### config.mk
export PLATFORM = sky130hd
export DESIGN_NAME = id_ex_stage_flat
export DESIGN_NICKNAME = d
export VERILOG_FILES = /design/src/rtl/id_ex_stage_if.sv /design/src/rtl/id_ex_stage.sv /design/src/flat_wrapper.sv
export SDC_FILE = /design/constraint.sdc
export NUM_CORES = 1
export LEC_CHECK = 0
export BUFFER_PORTS_ARGS = -buffer_cell sky130_fd_sc_hd__clkbuf_2
export CORE_AREA = 2 2 154 156
export DETAILED_ROUTE_END_ITERATION = 8
export DIE_AREA = 0 0 156 158
export PLACE_DENSITY = 0.66
export SYNTH_ARGS = -nofsm -noshare
export SYNTH_HDL_FRONTEND = slang
export SYNTH_SLANG_ARGS = --single-unit
### constraint.sdc
create_clock -name CLK -period 3.9 [get_ports CLK]
set_input_delay 1.17 -clock CLK [delete_from_list [all_inputs] [get_ports CLK]]
set_output_delay 1.17 -clock CLK [all_outputs]
set_load 0.01 [all_outputs]
### src/rtl/id_ex_stage_if.sv
// ID/EX stage bus: decode fields, forwarding sources and EX outputs.
// Decode and the forwarding network drive the master side; the stage is the slave.
interface id_ex_stage_if #(
  parameter int XLEN  = 32,
  parameter int CNT_W = 16
);
  logic            ID_VALID;
  logic [XLEN-1:0] ID_PC;
  logic [4:0]      ID_RS1;
  logic [4:0]      ID_RS2;
  logic [4:0]      ID_RD;
  logic            ID_USE_RS1;
  logic            ID_USE_RS2;
  logic [XLEN-1:0] ID_RS1_DATA;
  logic [XLEN-1:0] ID_RS2_DATA;
  logic [XLEN-1:0] ID_IMM;
  logic [4:0]      ID_ALUOP;
  logic            ID_OP1_SEL;
  logic            ID_OP2_SEL;
  logic            ID_REG_WRITE;
  logic            ID_MEM_READ;
  logic            ID_MEM_WRITE;
  logic [4:0]      EXMEM_RD;
  logic            EXMEM_REG_WRITE;
  logic [XLEN-1:0] EXMEM_RESULT;
  logic [4:0]      MEMWB_RD;
  logic            MEMWB_REG_WRITE;
  logic [XLEN-1:0] MEMWB_DATA;
  logic            FLUSH;
  logic            STALL_OUT;
  logic            EX_VALID;
  logic [XLEN-1:0] EX_DATA1;
  logic [XLEN-1:0] EX_DATA2;
  logic [4:0]      EX_SELECT;
  logic [XLEN-1:0] EX_STORE_DATA;
  logic [XLEN-1:0] EX_PC;
  logic [4:0]      EX_RD;
  logic            EX_REG_WRITE;
  logic            EX_MEM_READ;
  logic            EX_MEM_WRITE;
  logic [CNT_W-1:0] STALL_CNT;

  modport master (
    output ID_VALID, ID_PC, ID_RS1, ID_RS2, ID_RD,
    output ID_USE_RS1, ID_USE_RS2, ID_RS1_DATA, ID_RS2_DATA,
    output ID_IMM, ID_ALUOP, ID_OP1_SEL, ID_OP2_SEL,
    output ID_REG_WRITE, ID_MEM_READ, ID_MEM_WRITE,
    output EXMEM_RD, EXMEM_REG_WRITE, EXMEM_RESULT,
    output MEMWB_RD, MEMWB_REG_WRITE, MEMWB_DATA, FLUSH,
    input  STALL_OUT, EX_VALID, EX_DATA1, EX_DATA2,
    input  EX_SELECT, EX_STORE_DATA, EX_PC, EX_RD,
    input  EX_REG_WRITE, EX_MEM_READ, EX_MEM_WRITE, STALL_CNT
  );

  modport slave (
    input  ID_VALID, ID_PC, ID_RS1, ID_RS2, ID_RD,
    input  ID_USE_RS1, ID_USE_RS2, ID_RS1_DATA, ID_RS2_DATA,
    input  ID_IMM, ID_ALUOP, ID_OP1_SEL, ID_OP2_SEL,
    input  ID_REG_WRITE, ID_MEM_READ, ID_MEM_WRITE,
    input  EXMEM_RD, EXMEM_REG_WRITE, EXMEM_RESULT,
    input  MEMWB_RD, MEMWB_REG_WRITE, MEMWB_DATA, FLUSH,
    output STALL_OUT, EX_VALID, EX_DATA1, EX_DATA2,
    output EX_SELECT, EX_STORE_DATA, EX_PC, EX_RD,
    output EX_REG_WRITE, EX_MEM_READ, EX_MEM_WRITE, STALL_CNT
  );
endinterface

### src/rtl/id_ex_stage.sv
// ID/EX pipeline register with operand forwarding,
// load-use stall detection and branch-flush squashing.
module id_ex_stage #(
  parameter int XLEN  = 32,
  parameter int CNT_W = 16
) (
  input logic        CLK,
  input logic        RESET_N,
  id_ex_stage_if.slave bus
);

  typedef struct packed {
    logic            valid;
    logic [XLEN-1:0] pc;
    logic [4:0]      rs1;
    logic [4:0]      rs2;
    logic [4:0]      rd;
    logic [XLEN-1:0] rs1_data;
    logic [XLEN-1:0] rs2_data;
    logic [XLEN-1:0] imm;
    logic [4:0]      aluop;
    logic            op1_sel;
    logic            op2_sel;
    logic            reg_write;
    logic            mem_read;
    logic            mem_write;
  } id_ex_t;

  id_ex_t           r_q;
  id_ex_t           w_ld;
  logic [CNT_W-1:0] r_cnt;
  logic             w_hit1;
  logic             w_hit2;
  logic             w_stall;
  logic [XLEN-1:0]  w_fwd1;
  logic [XLEN-1:0]  w_fwd2;

  always_comb begin
    w_hit1  = bus.ID_USE_RS1 && (bus.ID_RS1 == r_q.rd);
    w_hit2  = bus.ID_USE_RS2 && (bus.ID_RS2 == r_q.rd);
    w_stall = r_q.valid && r_q.mem_read && (r_q.rd != 5'd0)
           && bus.ID_VALID && (w_hit1 || w_hit2);
  end

  // Flush and stall both load an all-zero bubble.
  always_comb begin
    w_ld = '0;
    if (!bus.FLUSH && !w_stall) begin
      w_ld.valid     = bus.ID_VALID;
      w_ld.pc        = bus.ID_PC;
      w_ld.rs1       = bus.ID_RS1;
      w_ld.rs2       = bus.ID_RS2;
      w_ld.rd        = bus.ID_RD;
      w_ld.rs1_data  = bus.ID_RS1_DATA;
      w_ld.rs2_data  = bus.ID_RS2_DATA;
      w_ld.imm       = bus.ID_IMM;
      w_ld.aluop     = bus.ID_ALUOP;
      w_ld.op1_sel   = bus.ID_OP1_SEL;
      w_ld.op2_sel   = bus.ID_OP2_SEL;
      w_ld.reg_write = bus.ID_VALID && bus.ID_REG_WRITE;
      w_ld.mem_read  = bus.ID_VALID && bus.ID_MEM_READ;
      w_ld.mem_write = bus.ID_VALID && bus.ID_MEM_WRITE;
    end
  end

  always_ff @(posedge CLK or negedge RESET_N) begin
    if (!RESET_N) begin
      r_q   <= '0;
      r_cnt <= '0;
    end else begin
      r_q <= w_ld;
      if (!bus.FLUSH && w_stall && (r_cnt != '1))
        r_cnt <= r_cnt + CNT_W'(1);
    end
  end

  // EX/MEM has the younger result, so it is checked first.
  always_comb begin
    w_fwd1 = r_q.rs1_data;
    if (bus.EXMEM_REG_WRITE && (bus.EXMEM_RD == r_q.rs1)
        && (r_q.rs1 != 5'd0))
      w_fwd1 = bus.EXMEM_RESULT;
    else if (bus.MEMWB_REG_WRITE && (bus.MEMWB_RD == r_q.rs1)
             && (r_q.rs1 != 5'd0))
      w_fwd1 = bus.MEMWB_DATA;
  end

  always_comb begin
    w_fwd2 = r_q.rs2_data;
    if (bus.EXMEM_REG_WRITE && (bus.EXMEM_RD == r_q.rs2)
        && (r_q.rs2 != 5'd0))
      w_fwd2 = bus.EXMEM_RESULT;
    else if (bus.MEMWB_REG_WRITE && (bus.MEMWB_RD == r_q.rs2)
             && (r_q.rs2 != 5'd0))
      w_fwd2 = bus.MEMWB_DATA;
  end

  assign bus.STALL_OUT     = w_stall;
  assign bus.EX_VALID      = r_q.valid;
  assign bus.EX_DATA1      = r_q.op1_sel ? r_q.pc  : w_fwd1;
  assign bus.EX_DATA2      = r_q.op2_sel ? r_q.imm : w_fwd2;
  assign bus.EX_STORE_DATA = w_fwd2;
  assign bus.EX_SELECT     = r_q.aluop;
  assign bus.EX_PC         = r_q.pc;
  assign bus.EX_RD         = r_q.rd;
  assign bus.EX_REG_WRITE  = r_q.valid && r_q.reg_write;
  assign bus.EX_MEM_READ   = r_q.valid && r_q.mem_read;
  assign bus.EX_MEM_WRITE  = r_q.valid && r_q.mem_write;
  assign bus.STALL_CNT     = r_cnt;

endmodule

### src/flat_wrapper.sv
// flat-port wrapper written by rule: the top's interface ports become plain ports
module id_ex_stage_flat 
#(
  parameter int XLEN  = 32,
  parameter int CNT_W = 16
)
  (CLK, RESET_N, bus_ID_VALID, bus_ID_PC, bus_ID_RS1, bus_ID_RS2, bus_ID_RD, bus_ID_USE_RS1, bus_ID_USE_RS2, bus_ID_RS1_DATA, bus_ID_RS2_DATA, bus_ID_IMM, bus_ID_ALUOP, bus_ID_OP1_SEL, bus_ID_OP2_SEL, bus_ID_REG_WRITE, bus_ID_MEM_READ, bus_ID_MEM_WRITE, bus_EXMEM_RD, bus_EXMEM_REG_WRITE, bus_EXMEM_RESULT, bus_MEMWB_RD, bus_MEMWB_REG_WRITE, bus_MEMWB_DATA, bus_FLUSH, bus_STALL_OUT, bus_EX_VALID, bus_EX_DATA1, bus_EX_DATA2, bus_EX_SELECT, bus_EX_STORE_DATA, bus_EX_PC, bus_EX_RD, bus_EX_REG_WRITE, bus_EX_MEM_READ, bus_EX_MEM_WRITE, bus_STALL_CNT);
  id_ex_stage_if #(.XLEN(XLEN), .CNT_W(CNT_W)) bus_i ();
  input logic CLK;
  input logic RESET_N;
  input wire logic [$bits(bus_i.ID_VALID)-1:0] bus_ID_VALID;
  input wire logic [$bits(bus_i.ID_PC)-1:0] bus_ID_PC;
  input wire logic [$bits(bus_i.ID_RS1)-1:0] bus_ID_RS1;
  input wire logic [$bits(bus_i.ID_RS2)-1:0] bus_ID_RS2;
  input wire logic [$bits(bus_i.ID_RD)-1:0] bus_ID_RD;
  input wire logic [$bits(bus_i.ID_USE_RS1)-1:0] bus_ID_USE_RS1;
  input wire logic [$bits(bus_i.ID_USE_RS2)-1:0] bus_ID_USE_RS2;
  input wire logic [$bits(bus_i.ID_RS1_DATA)-1:0] bus_ID_RS1_DATA;
  input wire logic [$bits(bus_i.ID_RS2_DATA)-1:0] bus_ID_RS2_DATA;
  input wire logic [$bits(bus_i.ID_IMM)-1:0] bus_ID_IMM;
  input wire logic [$bits(bus_i.ID_ALUOP)-1:0] bus_ID_ALUOP;
  input wire logic [$bits(bus_i.ID_OP1_SEL)-1:0] bus_ID_OP1_SEL;
  input wire logic [$bits(bus_i.ID_OP2_SEL)-1:0] bus_ID_OP2_SEL;
  input wire logic [$bits(bus_i.ID_REG_WRITE)-1:0] bus_ID_REG_WRITE;
  input wire logic [$bits(bus_i.ID_MEM_READ)-1:0] bus_ID_MEM_READ;
  input wire logic [$bits(bus_i.ID_MEM_WRITE)-1:0] bus_ID_MEM_WRITE;
  input wire logic [$bits(bus_i.EXMEM_RD)-1:0] bus_EXMEM_RD;
  input wire logic [$bits(bus_i.EXMEM_REG_WRITE)-1:0] bus_EXMEM_REG_WRITE;
  input wire logic [$bits(bus_i.EXMEM_RESULT)-1:0] bus_EXMEM_RESULT;
  input wire logic [$bits(bus_i.MEMWB_RD)-1:0] bus_MEMWB_RD;
  input wire logic [$bits(bus_i.MEMWB_REG_WRITE)-1:0] bus_MEMWB_REG_WRITE;
  input wire logic [$bits(bus_i.MEMWB_DATA)-1:0] bus_MEMWB_DATA;
  input wire logic [$bits(bus_i.FLUSH)-1:0] bus_FLUSH;
  output wire logic [$bits(bus_i.STALL_OUT)-1:0] bus_STALL_OUT;
  output wire logic [$bits(bus_i.EX_VALID)-1:0] bus_EX_VALID;
  output wire logic [$bits(bus_i.EX_DATA1)-1:0] bus_EX_DATA1;
  output wire logic [$bits(bus_i.EX_DATA2)-1:0] bus_EX_DATA2;
  output wire logic [$bits(bus_i.EX_SELECT)-1:0] bus_EX_SELECT;
  output wire logic [$bits(bus_i.EX_STORE_DATA)-1:0] bus_EX_STORE_DATA;
  output wire logic [$bits(bus_i.EX_PC)-1:0] bus_EX_PC;
  output wire logic [$bits(bus_i.EX_RD)-1:0] bus_EX_RD;
  output wire logic [$bits(bus_i.EX_REG_WRITE)-1:0] bus_EX_REG_WRITE;
  output wire logic [$bits(bus_i.EX_MEM_READ)-1:0] bus_EX_MEM_READ;
  output wire logic [$bits(bus_i.EX_MEM_WRITE)-1:0] bus_EX_MEM_WRITE;
  output wire logic [$bits(bus_i.STALL_CNT)-1:0] bus_STALL_CNT;
  assign bus_i.ID_VALID = bus_ID_VALID;
  assign bus_i.ID_PC = bus_ID_PC;
  assign bus_i.ID_RS1 = bus_ID_RS1;
  assign bus_i.ID_RS2 = bus_ID_RS2;
  assign bus_i.ID_RD = bus_ID_RD;
  assign bus_i.ID_USE_RS1 = bus_ID_USE_RS1;
  assign bus_i.ID_USE_RS2 = bus_ID_USE_RS2;
  assign bus_i.ID_RS1_DATA = bus_ID_RS1_DATA;
  assign bus_i.ID_RS2_DATA = bus_ID_RS2_DATA;
  assign bus_i.ID_IMM = bus_ID_IMM;
  assign bus_i.ID_ALUOP = bus_ID_ALUOP;
  assign bus_i.ID_OP1_SEL = bus_ID_OP1_SEL;
  assign bus_i.ID_OP2_SEL = bus_ID_OP2_SEL;
  assign bus_i.ID_REG_WRITE = bus_ID_REG_WRITE;
  assign bus_i.ID_MEM_READ = bus_ID_MEM_READ;
  assign bus_i.ID_MEM_WRITE = bus_ID_MEM_WRITE;
  assign bus_i.EXMEM_RD = bus_EXMEM_RD;
  assign bus_i.EXMEM_REG_WRITE = bus_EXMEM_REG_WRITE;
  assign bus_i.EXMEM_RESULT = bus_EXMEM_RESULT;
  assign bus_i.MEMWB_RD = bus_MEMWB_RD;
  assign bus_i.MEMWB_REG_WRITE = bus_MEMWB_REG_WRITE;
  assign bus_i.MEMWB_DATA = bus_MEMWB_DATA;
  assign bus_i.FLUSH = bus_FLUSH;
  assign bus_STALL_OUT = bus_i.STALL_OUT;
  assign bus_EX_VALID = bus_i.EX_VALID;
  assign bus_EX_DATA1 = bus_i.EX_DATA1;
  assign bus_EX_DATA2 = bus_i.EX_DATA2;
  assign bus_EX_SELECT = bus_i.EX_SELECT;
  assign bus_EX_STORE_DATA = bus_i.EX_STORE_DATA;
  assign bus_EX_PC = bus_i.EX_PC;
  assign bus_EX_RD = bus_i.EX_RD;
  assign bus_EX_REG_WRITE = bus_i.EX_REG_WRITE;
  assign bus_EX_MEM_READ = bus_i.EX_MEM_READ;
  assign bus_EX_MEM_WRITE = bus_i.EX_MEM_WRITE;
  assign bus_STALL_CNT = bus_i.STALL_CNT;
  id_ex_stage #(.XLEN(XLEN), .CNT_W(CNT_W)) u_core (.CLK(CLK), .RESET_N(RESET_N), .bus(bus_i));
endmodule
* Yosys cells after proc, flatten, opt, wreduce, memory -nomap -nowiden *
Index checks and enable logic that the tools add are counted.

word-level totals
  output and inout bits = 159
  bits in registers = 170
  logic and storage cells = 58

operators by class
  muxes and demuxes = 7
  $add $sub $neg = 1
  reductions and logical operators = 28
  equality and inequality tests = 7

operators by type and width
  kind                     number
  $mux W32                 6
  $mux W154                1
  $eq A5 B5 Y1             6
  $logic_and A1 B1 Y1      22
  $add A16 B1 Y16 const B  1
  $ne A16 B16 Y1 const B   1
  $reduce_bool A5 Y1       3
  $logic_not A1 Y1         2
  $logic_or A1 B1 Y1       1

* Depth between registers and ports, before layout *
Gate-level depths: netlist (run 1).

  word-level depth = 7
  mapped depth = 9
  mapped depth without buffers = 7

* Worst setup path after synthesis (run 1) *
No wires, ideal clock.

  path kind = input to output
  start = input bus_MEMWB_RD[1]
  end = output bus_EX_DATA1[20]
  cell stages on the path = 9
  data required time = 2730 ps
  arrival time = 2718 ps
  path slack = 12 ps
  path through = xnor2_1 nand2_1 or3_1 buf_2 buf_4 buf_2 o21ai_0 a21oi_1 o31ai_1

between the ends
  cells in the longest elaborated chain, start to end = 6

ends and longest elaborated chain
  element              line                source
  start: declaration   flat_wrapper.sv:30  input wire logic [$bits(bus_i.MEMWB_RD)-1:0] bus_MEMWB_RD;
  $eq A5 B5 Y1         id_ex_stage.sv:83   else if (bus.MEMWB_REG_WRITE && (bus.MEMWB_RD == r_q.rs1)
  $logic_and A1 B1 Y1  id_ex_stage.sv:83
  $logic_and A1 B1 Y1  id_ex_stage.sv:84   && (r_q.rs1 != 5'd0))
  $mux W32             id_ex_stage.sv:83
  $mux W32             id_ex_stage.sv:80   if (bus.EXMEM_REG_WRITE && (bus.EXMEM_RD == r_q.rs1)
  $mux W32             id_ex_stage.sv:100  assign bus.EX_DATA1 = r_q.op1_sel ? r_q.pc : w_fwd1;
  end: declaration     flat_wrapper.sv:36  output wire logic [$bits(bus_i.EX_DATA1)-1:0] bus_EX_DATA1;

Every way passes these cells.

* Final worst setup path (run 1) *
  start = input bus_EXMEM_RD[2]
  end = output bus_EX_DATA2[2]

between the ends
  cells in the longest elaborated chain, start to end = 5

ends and longest elaborated chain
  element              line                source
  start: declaration   flat_wrapper.sv:27  input wire logic [$bits(bus_i.EXMEM_RD)-1:0] bus_EXMEM_RD;
  $eq A5 B5 Y1         id_ex_stage.sv:90   if (bus.EXMEM_REG_WRITE && (bus.EXMEM_RD == r_q.rs2)
  $logic_and A1 B1 Y1  id_ex_stage.sv:90
  $logic_and A1 B1 Y1  id_ex_stage.sv:91   && (r_q.rs2 != 5'd0))
  $mux W32             id_ex_stage.sv:90
  $mux W32             id_ex_stage.sv:101  assign bus.EX_DATA2 = r_q.op2_sel ? r_q.imm : w_fwd2;
  end: declaration     flat_wrapper.sv:37  output wire logic [$bits(bus_i.EX_DATA2)-1:0] bus_EX_DATA2;

Every way passes these cells.

==> impl_metrics.toml, run 1 <==
[power_and_ir_drop]
p_int_mw = 3.14
netSwitchingPower_mw = 1.21
swShare_pct = 27.9
p_leak_nw = 6.88
clkPwrFrac_pct = 36.5
pwr-share-seq_pct = 43.8
combPwrFrac_pct = 19.7
peakVddDrop_mv = 0.237
p_per_area_mw_per_mm2 = 322

[layout]
layout_commonest_cell = "clkbuf_2"
drive_above_1_share_pct = 55.6
area_growth_pct = 60.0
nFillCells = 1887
final_cell_mix = "clkbuf_2 (322), dfrtp_1 (168), and2_1 (155)"
nets = 1479
diodes = 0

[global_routing]
grt_pass1_vias = 7661
grt_pass1_wl_mm = 43.4
grt_max_degree = 92
grt_usage_pct = 23.5
grt_overflow = 0
antenna_found_initial = 0

[placement]
pre_cts_slack_ns = -0.425
io_buffers = 393
gp_congestion = 0.869
dpl.hpwl_mm = 20.1

[timing]
setup_viol = 91
timing_hold_violations_final = 0
tns_ns = -10.33
setup_slack_ns = -0.226
rsz0062_at_grt = "yes"
fin_crit_ns = 4.13
slew_viol_final = 0
worst_clock_skew_ns = 0.0111
max_slew.worst_pin.slew_ns = 1.29
slew-limit-headroom_pct = 13.9
fin_crit_sh_pct = 106
fmax_mhz = 242

[drt]
totalWireLength_mm = 32.3
vias_per_cell = 5.03
met2_length_mm = 16.5
routed.top_layer = "met4"
first_pass_iters = 5
drtIter0Drc = 395
drc = 0
wl_per_cell_um = 20.9
wirelength_met1_mm = 12.5
route.met3.wl_mm = 2.22
antenna_left = 0
route.vias.total = 7771

[setup_path]
cp_max_fo = 6
setup.worst_path.start_class = "input port"
critPathKind = "in2out"
path_cells = "buf_8 > xnor2_2 > nand4_1 > or4_4 > buf_12 > buf_16 > a31oi_4 > mux2_4 > buf_6"
cp-end-kind = "primary output"
cp_slowest_cell = "or4_4"
cpPeakStageDelay_ns = 0.55
critPathArrivalTime_ns = 2.96
required_ns = 2.73

[job]
drv_cap = 0

[synth]
ys_seq_area_share_pct = 50.4
synth_largest_area_cell = "dfrtp_1"
synth_cell_types = 35
synth_area_per_cell_um2 = 9.89
synth.yosys.warnings = 0
syn_area_mm2 = 0.00843
synth_top_area_share_pct = 50.4
synth_nets = 1089
ys_ff_latch = 170
synthTopCellsByArea = "dfrtp_1 (50%), and2_1 (12%), mux2_2 (4.4%), nand2_1 (4.1%), buf_4 (3.9%)"
syn_inst = 853

[cts]
cts_tree = "built"
cts_made_buffers = 17
htreeDepth = 4
ctsLongestPathBuffers = 2
cts-hold-fix-buffers = 0
clkTransAtPathRegs_ns = 0.06
clkSinkCount = 170
root_buffer = "clkbuf_16"
clock_latency_ns = 0.42

[status]
violations = "negative setup slack"
outcome = "finished with violations"

[die]
ioPinCount = 394
die_w_um = 156
fp.dieH_um = 158
start_util_pct = 36.6
rows = 56
die_area_mm2 = 0.0246
core_area_mm2 = 0.0231

[hold_path]
holdCritPathClass = "reg2reg"
## what timing repair did
item,4_1_cts,5_1_grt
gates cloned,8,9
setup endpoints to repair,96,95
gates resized for setup,212,236
setup buffers,2,10
pin swaps,40,40
## flip-flops by register name, summed over array words and instances, names as in the netlist
register	cells
u_core.bus.EX_PC	32
u_core.bus.EX_RD	5
u_core.bus.EX_SELECT	5
u_core.bus.EX_VALID	1
u_core.bus.STALL_CNT	16
u_core.r_q	111
## layout make-up
class                      instances  area, µm²  share of cell area (%)
multi-input combinational        566       4760                    35.3
sequential                       170       4260                    31.5
timing repair buffer             469       3510                    26.0
clock buffer                      19        443                    3.28
tap                              290        363                    2.69
clock inverter                    11       88.8                   0.658
inverter                          19       71.3                   0.528
## worst paths after layout
kind	slack [ns]	start	to	depth (start not counted)
setup / recovery	-0.23	bus_EXMEM_RD[2]	bus_EX_DATA2[2]	9
hold / removal	0.50	u_core.bus.STALL_CNT[15]	u_core.bus.STALL_CNT[15]	1
setup reg to reg	0.84	u_core.bus.EX_RD[1]	u_core.r_q[55]	6
hold reg to reg	0.50	u_core.bus.STALL_CNT[15]	u_core.bus.STALL_CNT[15]	1
max in group asynchronous	2.24	RESET_N	u_core.r_q[73]	2
min in group asynchronous	0.70	RESET_N	u_core.r_q[40]	1
## cell usage after synthesis (all sizes together)
master / number
o22ai: 1
and2: 156
a31oi: 32
a21oi: 16
o21ai: 16
dfrtp: 170
xor2: 18
nor2: 74
nand3: 7
ha: 1
or4: 5
mux2: 33
nand4: 6
mux2i: 16
nand2: 92
a41oi: 1
nor3: 6
xnor2: 27
or2: 1
o31ai: 16
o211a: 2
inv: 19
clkbuf: 29
a21o: 16
buf: 69
and3: 3
nor4: 4
or3: 1
a211oi: 16
## through the flow
| stage | area (µm²) | cells | hold WS [ns] | util (%) | power [mW] |
|---|---|---|---|---|---|
| CTS | 12300 | 1525 | 0.499 | 53.5 | 4.24 |
| global placement | 10600 | 1485 | 0.488 | 46.0 | 2.55 |
| global route | 13500 | 1544 | 0.518 | 58.5 | 4.53 |
| floorplan | 8430 | 853 | 0.521 | - | 2.22 |
| detailed placement | 10600 | 1485 | 0.486 | 46.0 | 2.56 |
| finish | 13500 | 1544 | 0.504 | 58.5 | 4.35 |
## critical path: cells and delay by family
| family | cells | cell delay [ns] |
|---|---|---|
| xor gates and xnor gates | 1 | 0.14 |
| AOI/OAI and AO/OA | 1 | 0.21 |
| buffers and inverters | 4 | 0.59 |
| muxes | 1 | 0.19 |
| and+or+nand+nor | 2 | 0.65 |
## layer usage
metal,vias up,global-route usage [%]
li1,3549,-
met1,3810,28.0
met2,337,41.0
met3,75,5.78
met4,0,9.13
met5,-,0
## power by group through the flow
stage	clock [mW]	sequential (mW)	combinational [mW]
4_1_cts	1.61	1.90	0.735
3_5_place_dp	0	1.93	0.633
5_1_grt	1.70	1.91	0.918
3_3_place_gp	0	1.93	0.628
6_report	1.59	1.91	0.857
2_1_floorplan	0	1.90	0.323
## cells by family after synthesis
family,share of synthesized area (%)
multiplexers,6.30
AND/OR/NAND/NOR,21.5
AO/OA/AOI/OAI,8.96
adder cells (fa/ha/maj),0.148
buffers and inverters,7.95
XOR/XNOR,4.67
flip-flops,50.4
Power figures use the tool's default switching activity.
==> run 2: changes to the inputs <==
--- a/config.mk
+++ b/config.mk
@@ -6,9 +6,9 @@
 export NUM_CORES = 1
 export LEC_CHECK = 0
 export BUFFER_PORTS_ARGS = -buffer_cell sky130_fd_sc_hd__clkbuf_2
-export CORE_AREA = 2 2 154 156
+export CORE_AREA = 2 2 153 155
 export DETAILED_ROUTE_END_ITERATION = 8
-export DIE_AREA = 0 0 156 158
+export DIE_AREA = 0 0 155 157
 export PLACE_DENSITY = 0.66
 export SYNTH_ARGS = -nofsm -noshare
 export SYNTH_HDL_FRONTEND = slang
==> run 2 against run 1 <==
The flow still finishes with violations (negative setup slack). Sequential share of layout area down 0.16 points. Non-clock buffer count grew 6. Cell count rose by 0.32%. Sequential power is essentially flat. Hold slack worse by 0.0010 ns. Highest routed layer unchanged. Via count barely moved. Largest cell class unchanged. Fmax down 2.4%. Wire length grew 1.3%. Critical path type unchanged. Clock skew up 0.0030 ns. Flip-flop and latch count unchanged.
==> impl_metrics.toml, run 2 (synthesis gave the netlist of run 1 again) <==
[timing]
max_slew.worst_pin.slew_ns = 1.13
setup_viol = 95
slew-limit-headroom_pct = 24.9
hold_ws_ns = 0.503
rsz0062_at_grt = "yes"
tns_ns = -16.25
fin_crit_ns = 4.23
slew_viol_final = 0
fin_crit_sh_pct = 108
worst_clock_skew_ns = 0.0141
fmax_mhz = 237
timing_hold_violations_final = 0
setup_slack_ns = -0.327

[drt]
drc = 0
antenna_left = 0
totalWireLength_mm = 32.7
route.vias.total = 7765
first_pass_iters = 4
wl_per_cell_um = 21.1
drtIter0Drc = 350
vias_per_cell = 5.01

[layout]
layout_commonest_cell = "clkbuf_2"
area_growth_pct = 60.8
largest_reg_flops = 111
drive_above_1_share_pct = 57.1
regMostFlops = "u_core.r_q"
seqCellArea_mm2 = 0.00426
nFillCells = 1839
final_cell_mix = "clkbuf_2 (312), dfrtp_1 (168), and2_1 (155)"
multi_input_area_mm2 = 0.00478
nets = 1485

[placement]
io_buffers = 393
gp_congestion = 0.854
dpl.hpwl_mm = 20.1

[global_routing]
grt_pass1_wl_mm = 43.5
grt_pass1_vias = 7524
grt_usage_pct = 23.8
grt_max_degree = 88
grt_overflow = 0
antenna_found_initial = 1

[cts]
clock_latency_ns = 0.43
cts_made_buffers = 17
clkSinkCount = 170
cts_tree = "built"
ctsLongestPathBuffers = 2
htreeDepth = 4
cts-hold-fix-buffers = 0
root_buffer = "clkbuf_16"
clkTransAtPathRegs_ns = 0.07

[die]
ioPinCount = 394
rows = 55
die_area_mm2 = 0.0243
fp.dieH_um = 157
start_util_pct = 37.5
die_w_um = 155
core_area_mm2 = 0.0225

[setup_path]
setup.worst_path.start_class = "input port"
worst-path-buf-inv = 5
path_cells = "clkbuf_2 > xnor2_2 > nand4_1 > or3_4 > buf_12 > buf_4 > mux2i_2 > a211oi_2 > buf_4 > a21o_1 > clkbuf_2"
critPathArrivalTime_ns = 3.06
cp-end-kind = "primary output"
cpPeakStageDelay_ns = 0.45
required_ns = 2.73
critPathTopFamily = "buffers and inverters"
cp_slowest_cell = "or3_4"
cp_max_fo = 7
critPathKind = "in2out"

[job]
drv_cap = 0

[power_and_ir_drop]
p_leak_nw = 6.91
peakVddDrop_mv = 0.248
p_total_mw = 4.43
p_per_area_mw_per_mm2 = 326

[hold_path]
holdCritPathClass = "reg2reg"

[status]
outcome = "finished with violations"
violations = "negative setup slack"
run 2: cell types whose count changed in the layout (fill, tap and decap cells not counted), sizes merged:
cell / delta
clkbuf: -14
clkinvlp: -6
diode: +2
clkinv: +1
inv: +7
buf: +20
run 2: path summary, 6_finish.rpt:
check	start	to	slack, ns	cells after the start
worst max-delay path	bus_MEMWB_RD[2]	bus_EX_DATA1[19]	-0.33	11
worst min-delay path	u_core.bus.STALL_CNT[9]	u_core.bus.STALL_CNT[9]	0.50	1
worst max register to register	u_core.bus.EX_RD[1]	u_core.bus.EX_PC[10]	0.73	6
worst min register to register	u_core.bus.STALL_CNT[9]	u_core.bus.STALL_CNT[9]	0.50	1
max in group asynchronous	RESET_N	u_core.r_q[29]	2.42	2
min in group asynchronous	RESET_N	u_core.r_q[39]	0.65	1
run 2: where the power goes:
group	leakage, nW	internal [mW]	switching [mW]
clock	0.282	0.866	0.811
sequential	2.20	1.84	0.0640
combinational	4.43	0.451	0.393
run 2: area by class of cell:
type	instances	area share [%]
well taps	285	2.63
flip-flops and latches	170	31.4
clock inverters	13	0.885
repair buffers	475	26.1
inverters	19	0.526
clock buffers	19	3.27
multi-input cells	566	35.2
diodes	2	0.0369
run 2: per-layer routing:
layer | global-route usage (%) | vias to the layer above | wire length, µm
met5 | 0 | - | 0
met1 | 28.7 | 3793 | 13000
met3 | 6.80 | 61 | 2310
met2 | 40.6 | 343 | 16500
li1 | - | 3568 | -
met4 | 8.77 | 0 | 948
run 2: per-stage QoR:
stage / cells / util [%] / setup WS (ns) / area, µm²
after floorplan: 853 / - / 0.0122 / 8430
after global placement: 1481 / 47.3 / -0.461 / 10600
after detailed placement: 1481 / 47.3 / -0.521 / 10600
after CTS: 1531 / 54.0 / -0.230 / 12100
after global routing: 1548 / 60.3 / -0.376 / 13600
final: 1549 / 60.3 / -0.327 / 13600
run 2: timing repair:
action                                  CTS  global route
resized for setup                       149           312
endpoints found under the setup margin   96            96
buffers inserted                          7            10
pin swaps                                32            48
gates cloned                             11            10
==> run 3: changes to the inputs <==
--- a/config.mk
+++ b/config.mk
@@ -6,10 +6,11 @@
 export NUM_CORES = 1
 export LEC_CHECK = 0
 export BUFFER_PORTS_ARGS = -buffer_cell sky130_fd_sc_hd__clkbuf_2
-export CORE_AREA = 2 2 153 155
+export CORE_ASPECT_RATIO = 0.6
+export CORE_MARGIN = 2
+export CORE_UTILIZATION = 45
 export DETAILED_ROUTE_END_ITERATION = 8
-export DIE_AREA = 0 0 155 157
-export PLACE_DENSITY = 0.66
+export PLACE_DENSITY = 0.78
 export SYNTH_ARGS = -nofsm -noshare
 export SYNTH_HDL_FRONTEND = slang
 export SYNTH_SLANG_ARGS = --single-unit
==> constraint.sdc (replaced) <==
create_clock -name CLK -period 3.9 [get_ports CLK]
set_input_delay 1.17 -clock CLK [delete_from_list [all_inputs] [get_ports CLK]]
set_output_delay 1.17 -clock CLK [all_outputs]
set_load 0.1 [all_outputs]
==> run 3 against run 2 <==
The flow still finishes with violations (negative setup slack). Clock power hardly changed. Via count is 3.1% higher. Non-clock buffer count is 13 higher. Combinational power is 130% higher. First-iteration DRC count is 46% higher. Critical endpoint is now bus_EX_DATA2[30].
==> impl_metrics.toml, run 3 (synthesis gave the netlist of run 1 again) <==
[status]
outcome = "finished with violations"
violations = "negative setup slack"

[global_routing]
grt_pass1_vias = 8235
grt_usage_pct = 30.8
grt_use_met3_pct = 7.29
use_met2_pct = 54.4
grt_overflow = 0
busiest_layer = "met2"
grt_pass1_wl_mm = 46.0
antenna_found_initial = 0
met1_usage_pct = 37.3
grt_max_degree = 76

[die]
core_area_mm2 = 0.0182
fp.dieH_um = 110
rows = 38
start_util_pct = 46.3
die_area_mm2 = 0.0199
die_w_um = 181
ioPinCount = 394

[drt]
route.vias.total = 8009
first_pass_iters = 5
drtIter0Drc = 510
vias_per_cell = 5.29
drc = 0
wl_per_cell_um = 21.8
antenna_left = 0
totalWireLength_mm = 33.0

[hold_path]
holdCritPathClass = "reg2reg"

[layout]
layout_commonest_cell = "clkbuf_2"
largest_reg_flops = 111
final_cell_mix = "clkbuf_2 (291), dfrtp_1 (168), and2_1 (155)"
nets = 1498
area_growth_pct = 77.3
regMostFlops = "u_core.r_q"
diodes = 0
fin_cells = 1515
final_cell_area_mm2 = 0.0150
drive_above_1_share_pct = 59.0

[timing]
fmax_mhz = 232
slew_viol_final = 0
fin_crit_sh_pct = 110
setup_slack_ns = -0.402
rsz0062_at_grt = "yes"
fin_crit_ns = 4.30
slew-limit-headroom_pct = 52.1
timing_hold_violations_final = 0
worst_clock_skew_ns = 0.00925
setup_viol = 96
max_slew.worst_pin.slew_ns = 0.719

[placement]
placed_cell_area_mm2 = 0.0133
io_buffers = 393
gp_congestion = 0.977
dp.cells = 1462
dpl.hpwl_mm = 21.9

[cts]
clock_latency_ns = 0.43
htreeDepth = 4
clkTransAtPathRegs_ns = 0.07
ctsLongestPathBuffers = 2
root_buffer = "clkbuf_16"
cts_made_buffers = 17
clkSinkCount = 170
cts_tree = "built"

[job]
drv_cap = 0

[setup_path]
cp-end-kind = "primary output"
critPathArrivalTime_ns = 3.13
setup.worst_path.start_class = "input port"
cp_max_fo = 6
critPathKind = "in2out"
reg2reg_slack_ns = 1.08
required_ns = 2.73

[power_and_ir_drop]
p_leak_nw = 7.24
peakVddDrop_mv = 0.298
p_per_area_mw_per_mm2 = 369
-- run 3: changes by cell type in the layout (fill, tap and decap cells not counted), moves of 12 or more --
cell      change
nand2_4      -17
o31ai_4      +16
a21o_1       -16
mux2_4       +16
nand2_2      +19
buf_2        -22
buf_12       +97
a21o_4       +16
mux2i_1      +12
clkbuf_2     -21
buf_6        -16
mux2_2       -16
a31oi_4      +12
-- run 3: final cells by class --
class / count / area [µm²]
Tap cell: 240 / 300
Multi-Input combinational cell: 566 / 5050
Clock inverter: 13 / 146
Sequential cell: 170 / 4260
Timing Repair Buffer: 488 / 4700
Clock buffer: 19 / 433
Inverter: 19 / 71.3
Fill cell: 966 / 3250
-- run 3: stage by stage --
step	hold WS, ns	util (%)	TNS, ns	setup WS (ns)	total power [mW]
6_report	0.517	82.1	-26.92	-0.402	5.52
3_3_place_gp	0.483	73.0	-25.56	-0.364	3.72
2_1_floorplan	0.874	-	-22.39	-0.506	3.08
5_1_grt	0.539	82.1	-33.05	-0.464	5.67
4_1_cts	0.511	79.3	-21.10	-0.289	5.47
3_5_place_dp	0.501	73.0	-29.91	-0.485	3.74
-- run 3: final timing paths --
check | to | depth (start not counted) | start
setup / recovery | bus_EX_DATA2[30] | 10 | bus_EXMEM_RD[4]
hold / removal | u_core.bus.STALL_CNT[14] | 1 | u_core.bus.STALL_CNT[14]
setup reg to reg | u_core.bus.EX_PC[16] | 6 | u_core.bus.EX_RD[1]
hold reg to reg | u_core.bus.STALL_CNT[14] | 1 | u_core.bus.STALL_CNT[14]
max in group asynchronous | u_core.r_q[99] | 2 | RESET_N
min in group asynchronous | u_core.bus.EX_RD[2] | 1 | RESET_N
-- run 3: power breakdown --
group / switching (mW) / total [mW] / internal [mW]
Clock: 0.758 / 1.71 / 0.950
Combinational: 1.20 / 1.90 / 0.704
Sequential: 0.0624 / 1.91 / 1.84
Total: 2.02 / 5.52 / 3.50
-- run 3: layer usage --
layer  wire, µm  share of wire, %
met4       1150               3.5
met3       2000               6.1
met1      12700                38
met5          0                 0
met2      17200                52
-- run 3: what timing repair did --
item                                    in CTS  in global routing
pin swaps                                   13                 20
setup buffers                                5                  7
endpoints found under the setup margin      96                 96
hold buffers                                 0                  0
gates resized for setup                    105                 91
gates cloned                                 5                  7
-- run 3: critical path: stages --
cell,delay (ns)
clkbuf_16,0.13
xnor2_2,0.12
nand4_1,0.15
or4_4,0.56
buf_12,0.19
buf_16,0.14
nor2_2,0.13
a31oi_4,0.06
mux2_4,0.30
buf_12,0.17
